$ cat src/rtl/led_pwm_fader_if.sv
// Pattern handshake into led_pwm_fader: a pattern and its brightness target offered
// under valid/ready.
interface led_pwm_fader_if;
    logic       pat_valid;
    logic       pat_ready;
    logic [7:0] pat_data;
    logic [7:0] bright_max;

    modport master (
        output pat_valid,
        output pat_data,
        output bright_max,
        input  pat_ready
    );

    modport slave (
        input  pat_valid,
        input  pat_data,
        input  bright_max,
        output pat_ready
    );
endinterface

$ cat src/rtl/led_pwm_fader.sv
// Active-low LED bank driver: 8-bit PWM dimmer that fades the old pattern to dark,
// swaps in the new pattern at a period boundary, then fades it up to its target.
module led_pwm_fader #(
    parameter int unsigned PRESCALE     = 488,
    parameter int unsigned FADE_PERIODS = 4
) (
    input  logic           clk_125mhz,
    input  logic           arst_n,
    led_pwm_fader_if.slave pat_if,
    output logic [7:0]     led_n,
    output logic           busy
);

    localparam logic [15:0] PRESC_LAST = 16'(PRESCALE - 1);
    localparam logic [7:0]  FADE_LAST  = 8'(FADE_PERIODS - 1);

    typedef enum logic [1:0] {
        IDLE,
        FADE_OUT,
        FADE_IN
    } state_t;

    state_t      state_q, state_d;
    logic [15:0] presc_q, presc_d;
    logic [7:0]  pwm_q, pwm_d;
    logic [7:0]  pattern_q, pattern_d;
    logic [7:0]  pending_q, pending_d;
    logic [7:0]  target_q, target_d;
    logic [7:0]  level_q, level_d;
    logic [7:0]  fade_cnt_q, fade_cnt_d;
    logic [7:0]  led_n_q, led_n_d;
    logic        tick;
    logic        pb;
    logic        idle;
    logic        xfer;

    assign idle             = (state_q == IDLE);
    assign pat_if.pat_ready = idle;
    assign busy             = ~idle;
    assign led_n            = led_n_q;
    assign xfer             = pat_if.pat_valid & idle;

    always_comb begin
        tick    = (presc_q == PRESC_LAST);
        presc_d = tick ? '0 : presc_q + 16'd1;
        pwm_d   = tick ? pwm_q + 8'd1 : pwm_q;
        pb      = tick & (pwm_q == 8'hFF);
        led_n_d = ~(pattern_q & {8{pwm_q < level_q}});
    end

    always_comb begin
        state_d    = state_q;
        pattern_d  = pattern_q;
        pending_d  = pending_q;
        target_d   = target_q;
        level_d    = level_q;
        fade_cnt_d = fade_cnt_q;

        unique case (state_q)
            IDLE: begin
                if (xfer) begin
                    pending_d  = pat_if.pat_data;
                    target_d   = pat_if.bright_max;
                    fade_cnt_d = '0;
                    state_d    = FADE_OUT;
                end else if (pb) begin
                    level_d = pat_if.bright_max;
                end
            end

            FADE_OUT: begin
                // Swap only while dark, so the new pattern never shows at the old level.
                if (pb) begin
                    if (level_q == '0) begin
                        pattern_d  = pending_q;
                        fade_cnt_d = '0;
                        state_d    = FADE_IN;
                    end else if (fade_cnt_q == FADE_LAST) begin
                        level_d    = level_q - 8'd1;
                        fade_cnt_d = '0;
                    end else begin
                        fade_cnt_d = fade_cnt_q + 8'd1;
                    end
                end
            end

            FADE_IN: begin
                if (pb) begin
                    if (level_q == target_q) begin
                        state_d = IDLE;
                    end else if (fade_cnt_q == FADE_LAST) begin
                        level_d    = level_q + 8'd1;
                        fade_cnt_d = '0;
                    end else begin
                        fade_cnt_d = fade_cnt_q + 8'd1;
                    end
                end
            end

            default: state_d = IDLE;
        endcase
    end

    always_ff @(posedge clk_125mhz or negedge arst_n) begin
        if (!arst_n) begin
            state_q    <= IDLE;
            presc_q    <= '0;
            pwm_q      <= '0;
            pattern_q  <= '0;
            pending_q  <= '0;
            target_q   <= '0;
            level_q    <= '0;
            fade_cnt_q <= '0;
            led_n_q    <= '1;
        end else begin
            state_q    <= state_d;
            presc_q    <= presc_d;
            pwm_q      <= pwm_d;
            pattern_q  <= pattern_d;
            pending_q  <= pending_d;
            target_q   <= target_d;
            level_q    <= level_d;
            fade_cnt_q <= fade_cnt_d;
            led_n_q    <= led_n_d;
        end
    end

endmodule

$ cat src/flat_wrapper.sv
// flat-port wrapper written by rule: the top's interface ports become plain ports
module led_pwm_fader_flat 
#(
    parameter int unsigned PRESCALE     = 488,
    parameter int unsigned FADE_PERIODS = 4
)
  (clk_125mhz, arst_n, led_n, busy, pat_if_pat_valid, pat_if_pat_data, pat_if_bright_max, pat_if_pat_ready);
  led_pwm_fader_if pat_if_i ();
  input  logic clk_125mhz;
  input  logic arst_n;
  output logic [7:0] led_n;
  output logic busy;
  input wire logic [$bits(pat_if_i.pat_valid)-1:0] pat_if_pat_valid;
  input wire logic [$bits(pat_if_i.pat_data)-1:0] pat_if_pat_data;
  input wire logic [$bits(pat_if_i.bright_max)-1:0] pat_if_bright_max;
  output wire logic [$bits(pat_if_i.pat_ready)-1:0] pat_if_pat_ready;
  assign pat_if_i.pat_valid = pat_if_pat_valid;
  assign pat_if_i.pat_data = pat_if_pat_data;
  assign pat_if_i.bright_max = pat_if_bright_max;
  assign pat_if_pat_ready = pat_if_i.pat_ready;
  led_pwm_fader #(.PRESCALE(PRESCALE), .FADE_PERIODS(FADE_PERIODS)) u_core (.clk_125mhz(clk_125mhz), .arst_n(arst_n), .pat_if(pat_if_i), .led_n(led_n), .busy(busy));
endmodule
$ cat config.mk
export PLATFORM = sky130hd
export DESIGN_NAME = led_pwm_fader_flat
export DESIGN_NICKNAME = d
export VERILOG_FILES = /design/src/rtl/led_pwm_fader_if.sv /design/src/rtl/led_pwm_fader.sv /design/src/flat_wrapper.sv
export SDC_FILE = /design/constraint.sdc
export NUM_CORES = 1
export LEC_CHECK = 0
export ABC_CLOCK_PERIOD_IN_PS = 3400
export BUFFER_PORTS_ARGS = -buffer_cell sky130_fd_sc_hd__buf_2
export CAP_MARGIN = 20
export CORE_ASPECT_RATIO = 1.75
export CORE_MARGIN = 1.5
export CORE_UTILIZATION = 35
export DETAILED_ROUTE_END_ITERATION = 8
export GPL_ROUTABILITY_DRIVEN = 0
export PLACE_DENSITY = 0.55
export RECOVER_POWER = 100
export SKIP_LAST_GASP = 1
export SYNTH_ARGS = -nofsm -noshare
export SYNTH_HDL_FRONTEND = slang
export SYNTH_SLANG_ARGS = --single-unit
$ cat constraint.sdc
create_clock -name clk_125mhz -period 3.4 [get_ports clk_125mhz]
set_clock_uncertainty 0.1 [all_clocks]
set_input_delay 0.34 -clock clk_125mhz [delete_from_list [all_inputs] [get_ports clk_125mhz]]
set_output_delay 0.34 -clock clk_125mhz [all_outputs]
set_load 0.01 [all_outputs]
==> results.yml, run 1 <==
detailed_routing:
  wire_per_inst_microns: 15.1
  postRouteAntennaNets: 0
  finalWirelength_microns: 7750
  firstDrtPassIters: 4
  vias: 2627
  routed_via_density: 5.12
  residual_drc: 0
  drt_iter0_markers: 93
sta:
  timing.final.setup_violations: 0
  layout_min_cycle_time_ps: 2770
  timing.max_slew.rel_slack: -0.143
  fmax_ghz: 0.361
  setup_total_negative_slack_ps: 0
  rsz_0062_raised_after_global_routing: "false"
  final_max_slew_viol_count: 30
  worstMarginPinSlew_ps: 1710
  min_period_over_period: 0.814
  finalHoldViolCount: 0
placed_design:
  post-dp-hpwl_microns: 5600
  portBuffers: 28
cts:
  clkSlewWorstSetupHoldPaths_ps: 60
  clock_tree.htree_level_count: 3
  cts_tree: "built"
  cts_sinks: 74
  clock_insertion_delay_worst_skew_ps: 340
  cts-buffers-inserted: 9
  clk_root_buffer_cell: "clkbuf_16"
  clock_path_buffers: 2
synth:
  synthesis.nets: 384
  synth.yosys.warnings: 0
  yosys.area_share.simple: 0.139
  synth-compound-area-share: 0.0992
  yosysSeqAreaShare: 0.492
  synth-edff-count: 0
  dominantRegCellSynth: "dfrtp_1"
  largest_family_of_logic_cells_by_synthesized_area: "simple AND/OR/NAND/NOR gates"
  post_synthesis_instance_total: 343
  ys_ff_latch: 74
  synth_xor_area_frac: 0.0764
  synth_fa_ha_area_frac: 0.0748
  unique_cell_type_count_in_the_yosys_netlist: 44
  synthMuxAreaShare: 0.0933
  mappedNetlistArea_sq_mm: 0.00378
  syn_area_per_cell_sq_um: 11.0
  post_synthesis_async_set_or_reset_flop_share: 1.00
floorplanning:
  die_height_microns: 141
  core_area_sq_mm: 0.0106
  top_level_ports: 29
  floorplan.initialDensity: 0.356
  num_rows: 50
  floorplan.die.width_microns: 81.6
  fp.dieArea_sq_mm: 0.0115
power:
  power.leakage_nw: 2.04
  fin_total_pwr_mw: 3.14
  power.ir.vdd_worst_mv: 0.388
  pwr_per_cell_area_mw_per_mm2: 720
critical_path:
  critPathTopFamily: "simple AND/OR/NAND/NOR gates"
  critical_path.max_fanout: 15
  worst-endpoint-required_ps: 3580
  critPathArrivalTime_ps: 2950
  cp_num_buf_inv: 0
  worst_path_max_delay_cell: "or4b_1"
  timing.critical_path.cells: "or3_1, or4_1, a211o_1, a221o_1, or4b_1, nand3_1"
  worst-setup-path-type: "register to register"
  worst_setup_path_start_kind: "register"
  max_stage_delay_ps: 570
  worstSetupEndpointType: "register"
global_route:
  global_route.usage.total: 0.150
  first_global_vias: 2749
  grt_first_pass_wirelength_microns: 13100
  antenna_violations_before_repair: 0
  grt_max_degree: 46
  overflow: 0
final_layout:
  design.final.nets: 419
  syn_to_final_growth_pct: 15.3
  n_antenna_cell: 0
  final.fill_count: 1064
  post_route_cells_drive_above_1_share: 0.183
status:
  failed_checks: "max-capacitance violations, max-slew violations"
  outcome: "finished with violations"
worst_hold_path:
  hp-class: "primary input to register"
job:
  max-cap-violations: 1
==> power by group <==
| part | internal, mW | switching [mW] |
|---|---|---|
| clock network | 0.505 | 0.400 |
| registers | 1.04 | 0.168 |
| logic | 0.489 | 0.540 |
| total | 2.03 | 1.11 |
==> synth_stat cells, types with 7 or more instances <==
library cell	count	area, sq um
xor2_1	8	70.1
ha_1	21	263
mux2_2	26	293
nor2_1	18	67.6
o31ai_1	8	60.1
nand3_1	13	65.1
inv_1	17	63.8
dfstp_2	8	210
o21ai_0	25	125
xnor2_1	25	219
nand4_1	7	43.8
nand2_1	20	75.1
and3_1	10	62.6
dfrtp_1	66	1650
==> worst reg2reg max path, stage by stage, from the launching register on <==
cell	delay, ps
dfrtp_1	410
or3_1	370
or4_1	440
a211o_1	270
a221o_1	450
or4b_1	570
nand3_1	90
==> kinds of logic (layout without fill, tap and decap cells) <==
| group | after synthesis | after routing |
|---|---|---|
| buffers and inverters | 25 | 65 |
| AND/OR/NAND/NOR | 99 | 99 |
| flip-flops | 74 | 74 |
| XOR/XNOR | 33 | 33 |
| multiplexers | 32 | 32 |
| adder cells (fa/ha/maj) | 22 | 22 |
| AO/OA/AOI/OAI | 58 | 58 |
==> flip-flops by register name, summed over array words and instances, names as in the netlist, 8 cells and up <==
signal	count
u_core.pending_q	8
u_core.level_q	8
u_core.target_q	8
u_core.fade_cnt_q	8
u_core.presc_q	16
u_core.pwm_q	8
u_core.pattern_q	8
u_core.led_n	8
==> metal layers <==
| metal | vias up | wire, microns | GRT usage |
|---|---|---|---|
| met2 | 35 | 4240 | 0.270 |
| met3 | 18 | 167 | 0.0293 |
| met4 | 0 | 263 | 0.0714 |
| li1 | 1297 | - | - |
| met5 | - | 0 | 0 |
| met1 | 1277 | 3080 | 0.163 |
==> area by class of cell <==
| class | count | area [sq um] | share of cell area |
|---|---|---|---|
| Sequential cell | 74 | 1860 | 0.427 |
| Multi-Input combinational cell | 244 | 1830 | 0.419 |
| Clock buffer | 9 | 225 | 0.0516 |
| Timing Repair Buffer | 32 | 164 | 0.0376 |
| Tap cell | 130 | 163 | 0.0373 |
| Inverter | 17 | 63.8 | 0.0146 |
| Clock inverter | 7 | 58.8 | 0.0135 |
==> timing repair <==
item | 4_1_cts | 5_1_grt
endpoints found under the hold margin | 29 | 0
hold buffers | 1 | 0
gates resized for setup | 0 | 0
buffers inserted | 0 | 0
==> cells in the final DEF (no fill, tap or decap), drive strengths merged, types with 18 or more instances in the layout <==
cell,instances
buf,18
inv,21
clkbuf,22
mux2,26
dfrtp,66
nand2,20
o21ai,25
xnor2,25
ha,21
nor2,18
==> through the flow <==
step | worst slack (ps) | util | hold slack [ps] | cells | cell area [sq um]
finish | 633 | 0.410 | 130 | 513 | 4360
global route | 388 | 0.410 | 128 | 513 | 4360
CTS | 631 | 0.412 | 122 | 513 | 4380
floorplan | 888 | - | -55.6 | 343 | 3780
detailed placement | 646 | 0.384 | 311 | 496 | 4090
global placement | 673 | 0.384 | 301 | 496 | 4090
==> worst paths after layout <==
| check | slack (ps) | cells past startpoint | startpoint | endpoint |
|---|---|---|---|---|
| max | 630 | 6 | u_core.fade_cnt_q[5] | u_core.level_q[7] |
| min | 130 | 2 | pat_if_pat_data[0] | u_core.pending_q[0] |
| min in group asynchronous | 880 | 2 | arst_n | u_core.target_q[5] |
| min reg2reg | 320 | 1 | u_core.pattern_q[7] | u_core.led_n[7] |
| max reg2reg | 630 | 6 | u_core.fade_cnt_q[5] | u_core.level_q[7] |
| max in group asynchronous | 1280 | 3 | arst_n | u_core.led_n[0] |
No activity file was read; power rests on OpenSTA's default activity.
==> run 2: changes to the inputs <==
ABC_CLOCK_PERIOD_IN_PS = 2500   (was 3400)
PLACE_DENSITY = 0.57   (was 0.55)
clock period = 2.5 ns   (was 3.4 ns; I/O delays follow)
==> run 2 against run 1 <==
  * Critical path depth rose by 4
  * Setup slack got worse by 640 ps
  * Design area rose by 4.1%
  * Sequential share of layout area fell by 1.7 points
  * Non-clock buffer count rose by 16
  * The flow finishes with violations (negative setup slack)
  * Largest cell class is now multi-input gates
  * Critical path type unchanged
==> results.yml, run 2 (synthesis results as in run 1) <==
floorplanning:
  floorplan.die.width_microns: 81.6
  fp.dieArea_sq_mm: 0.0115
  core_area_sq_mm: 0.0106
  floorplan.initialDensity: 0.356
  top_level_ports: 29
  num_rows: 50
  die_height_microns: 141
sta:
  rsz_0062_raised_after_global_routing: "true"
  worstMarginPinSlew_ps: 1030
  setup_total_negative_slack_ps: -7.48
  timing.max_slew.rel_slack: 0.311
  min_period_over_period: 1.00
  final_max_slew_viol_count: 0
  fmax_ghz: 0.399
  layout_min_cycle_time_ps: 2510
  finalHoldViolCount: 0
  fin_ws_ps: -7.48
  timing.final.setup_violations: 1
final_layout:
  final.fill_count: 1046
  design.final.nets: 435
  max_flop_register: "u_core.presc_q"
  layout_commonest_cell: "dfrtp_1"
  finalCoreUtilization: 0.427
  flip_flop_count_of_the_largest_register_after_layout: 16
  n_antenna_cell: 0
  post_route_cells_drive_above_1_share: 0.243
  seq_area_sq_mm: 0.00186
  multiInputGateArea_sq_mm: 0.00190
  syn_to_final_growth_pct: 20.0
  final_cell_mix: "dfrtp_1 (66), mux2_2 (26), xnor2_1 (25), o21ai_0 (25), nand2_1 (20)"
detailed_routing:
  wire_per_inst_microns: 15.0
  vias: 2705
  routed_via_density: 5.11
  drt_iter0_markers: 83
  firstDrtPassIters: 4
  postRouteAntennaNets: 0
  residual_drc: 0
  finalWirelength_microns: 7930
critical_path:
  critPathArrivalTime_ps: 2680
  timing.critical_path.cells: "inv_2, ha_4, clkinvlp_4, ha_4, nand3_2, o2111ai_2, o211ai_1, xnor2_1, or4b_1, nand3_1"
  worst_setup_path_start_kind: "register"
  ff2ff_setup_slack_ps: -7
  max_stage_delay_ps: 460
  crit_start: "u_core.state_q[0]"
  cpMostUsedCell: "ha_4"
  critPathTopFamily: "simple AND/OR/NAND/NOR gates"
  worstSetupEndpointType: "register"
  critical_path.max_fanout: 7
  worst-endpoint-required_ps: 2670
  worst-setup-path-type: "register to register"
  r2r_start: "u_core.state_q[0]"
  worst_path_max_delay_cell: "or4b_1"
  cp_num_buf_inv: 2
power:
  fin_total_pwr_mw: 4.48
  pwr_per_cell_area_mw_per_mm2: 987
  power.leakage_nw: 2.11
  power.ir.vdd_worst_mv: 0.505
global_route:
  overflow: 0
  global_route.usage.total: 0.151
  grt_first_pass_wirelength_microns: 13300
  first_global_vias: 2891
  grt_max_degree: 38
  antenna_violations_before_repair: 0
placed_design:
  post-dp-hpwl_microns: 5790
  preCtsSetupSlack_ps: -9.31
  portBuffers: 28
cts:
  clk_root_buffer_cell: "clkbuf_16"
  cts_sinks: 74
  cts-buffers-inserted: 9
  clock_tree.htree_level_count: 3
  cts_tree: "built"
  clock_insertion_delay_worst_skew_ps: 340
  clock_path_buffers: 2
  clkSlewWorstSetupHoldPaths_ps: 60
job:
  max-cap-violations: 0
worst_hold_path:
  hp-class: "primary input to register"
  hold_start: "pat_if_pat_data[1]"
status:
  failed_checks: "negative setup slack"
  outcome: "finished with violations"
==> run 2: layout make-up <==
cell class / instances / area share
inverters: 17 / 0.0149
repair buffers: 48 / 0.0573
clock inverters: 7 / 0.0135
well taps: 130 / 0.0358
clock buffers: 9 / 0.0496
flip-flops and latches: 74 / 0.410
multi-input cells: 244 / 0.419
==> run 2: per-stage QoR <==
| stage | area (sq um) | hold WS (ps) | instances |
|---|---|---|---|
| 3_3_place_gp | 4190 | 225 | 511 |
| 2_1_floorplan | 3780 | -146 | 343 |
| 5_1_grt | 4540 | 34.7 | 529 |
| 3_5_place_dp | 4190 | 234 | 511 |
| 6_report | 4540 | 41.4 | 529 |
| 4_1_cts | 4490 | 29.6 | 528 |
==> run 2: layer usage <==
| layer | track usage | share of wire | up-vias |
|---|---|---|---|
| li1 | - | - | 1328 |
| met1 | 0.154 | 0.39 | 1331 |
| met2 | 0.278 | 0.56 | 29 |
| met3 | 0.0319 | 0.019 | 17 |
| met4 | 0.0767 | 0.024 | 0 |
| met5 | 0 | 0 | - |
==> run 2: path summary, 6_finish.rpt <==
check	endpoint	depth (start not counted)
worst min register to register	u_core.led_n[3]	1
min in group asynchronous	u_core.target_q[6]	3
worst max-delay path	u_core.level_q[7]	10
worst max register to register	u_core.level_q[7]	10
max in group asynchronous	u_core.pwm_q[7]	3
worst min-delay path	u_core.pending_q[1]	2
==> run 2: timing repair <==
item                                   4_1_cts  5_1_grt
hold buffers                                 1        0
resized for setup                            1       13
buffers inserted                             0        1
setup endpoints to repair                    1        3
endpoints found under the hold margin       66        0
pin swaps                                    0        7
==> run 2: power breakdown <==
part | internal [mW] | leakage (nW) | switching [mW]
sequential | 1.41 | 0.937 | 0.235
combinational | 0.807 | 1.04 | 0.793
clock | 0.691 | 0.135 | 0.544
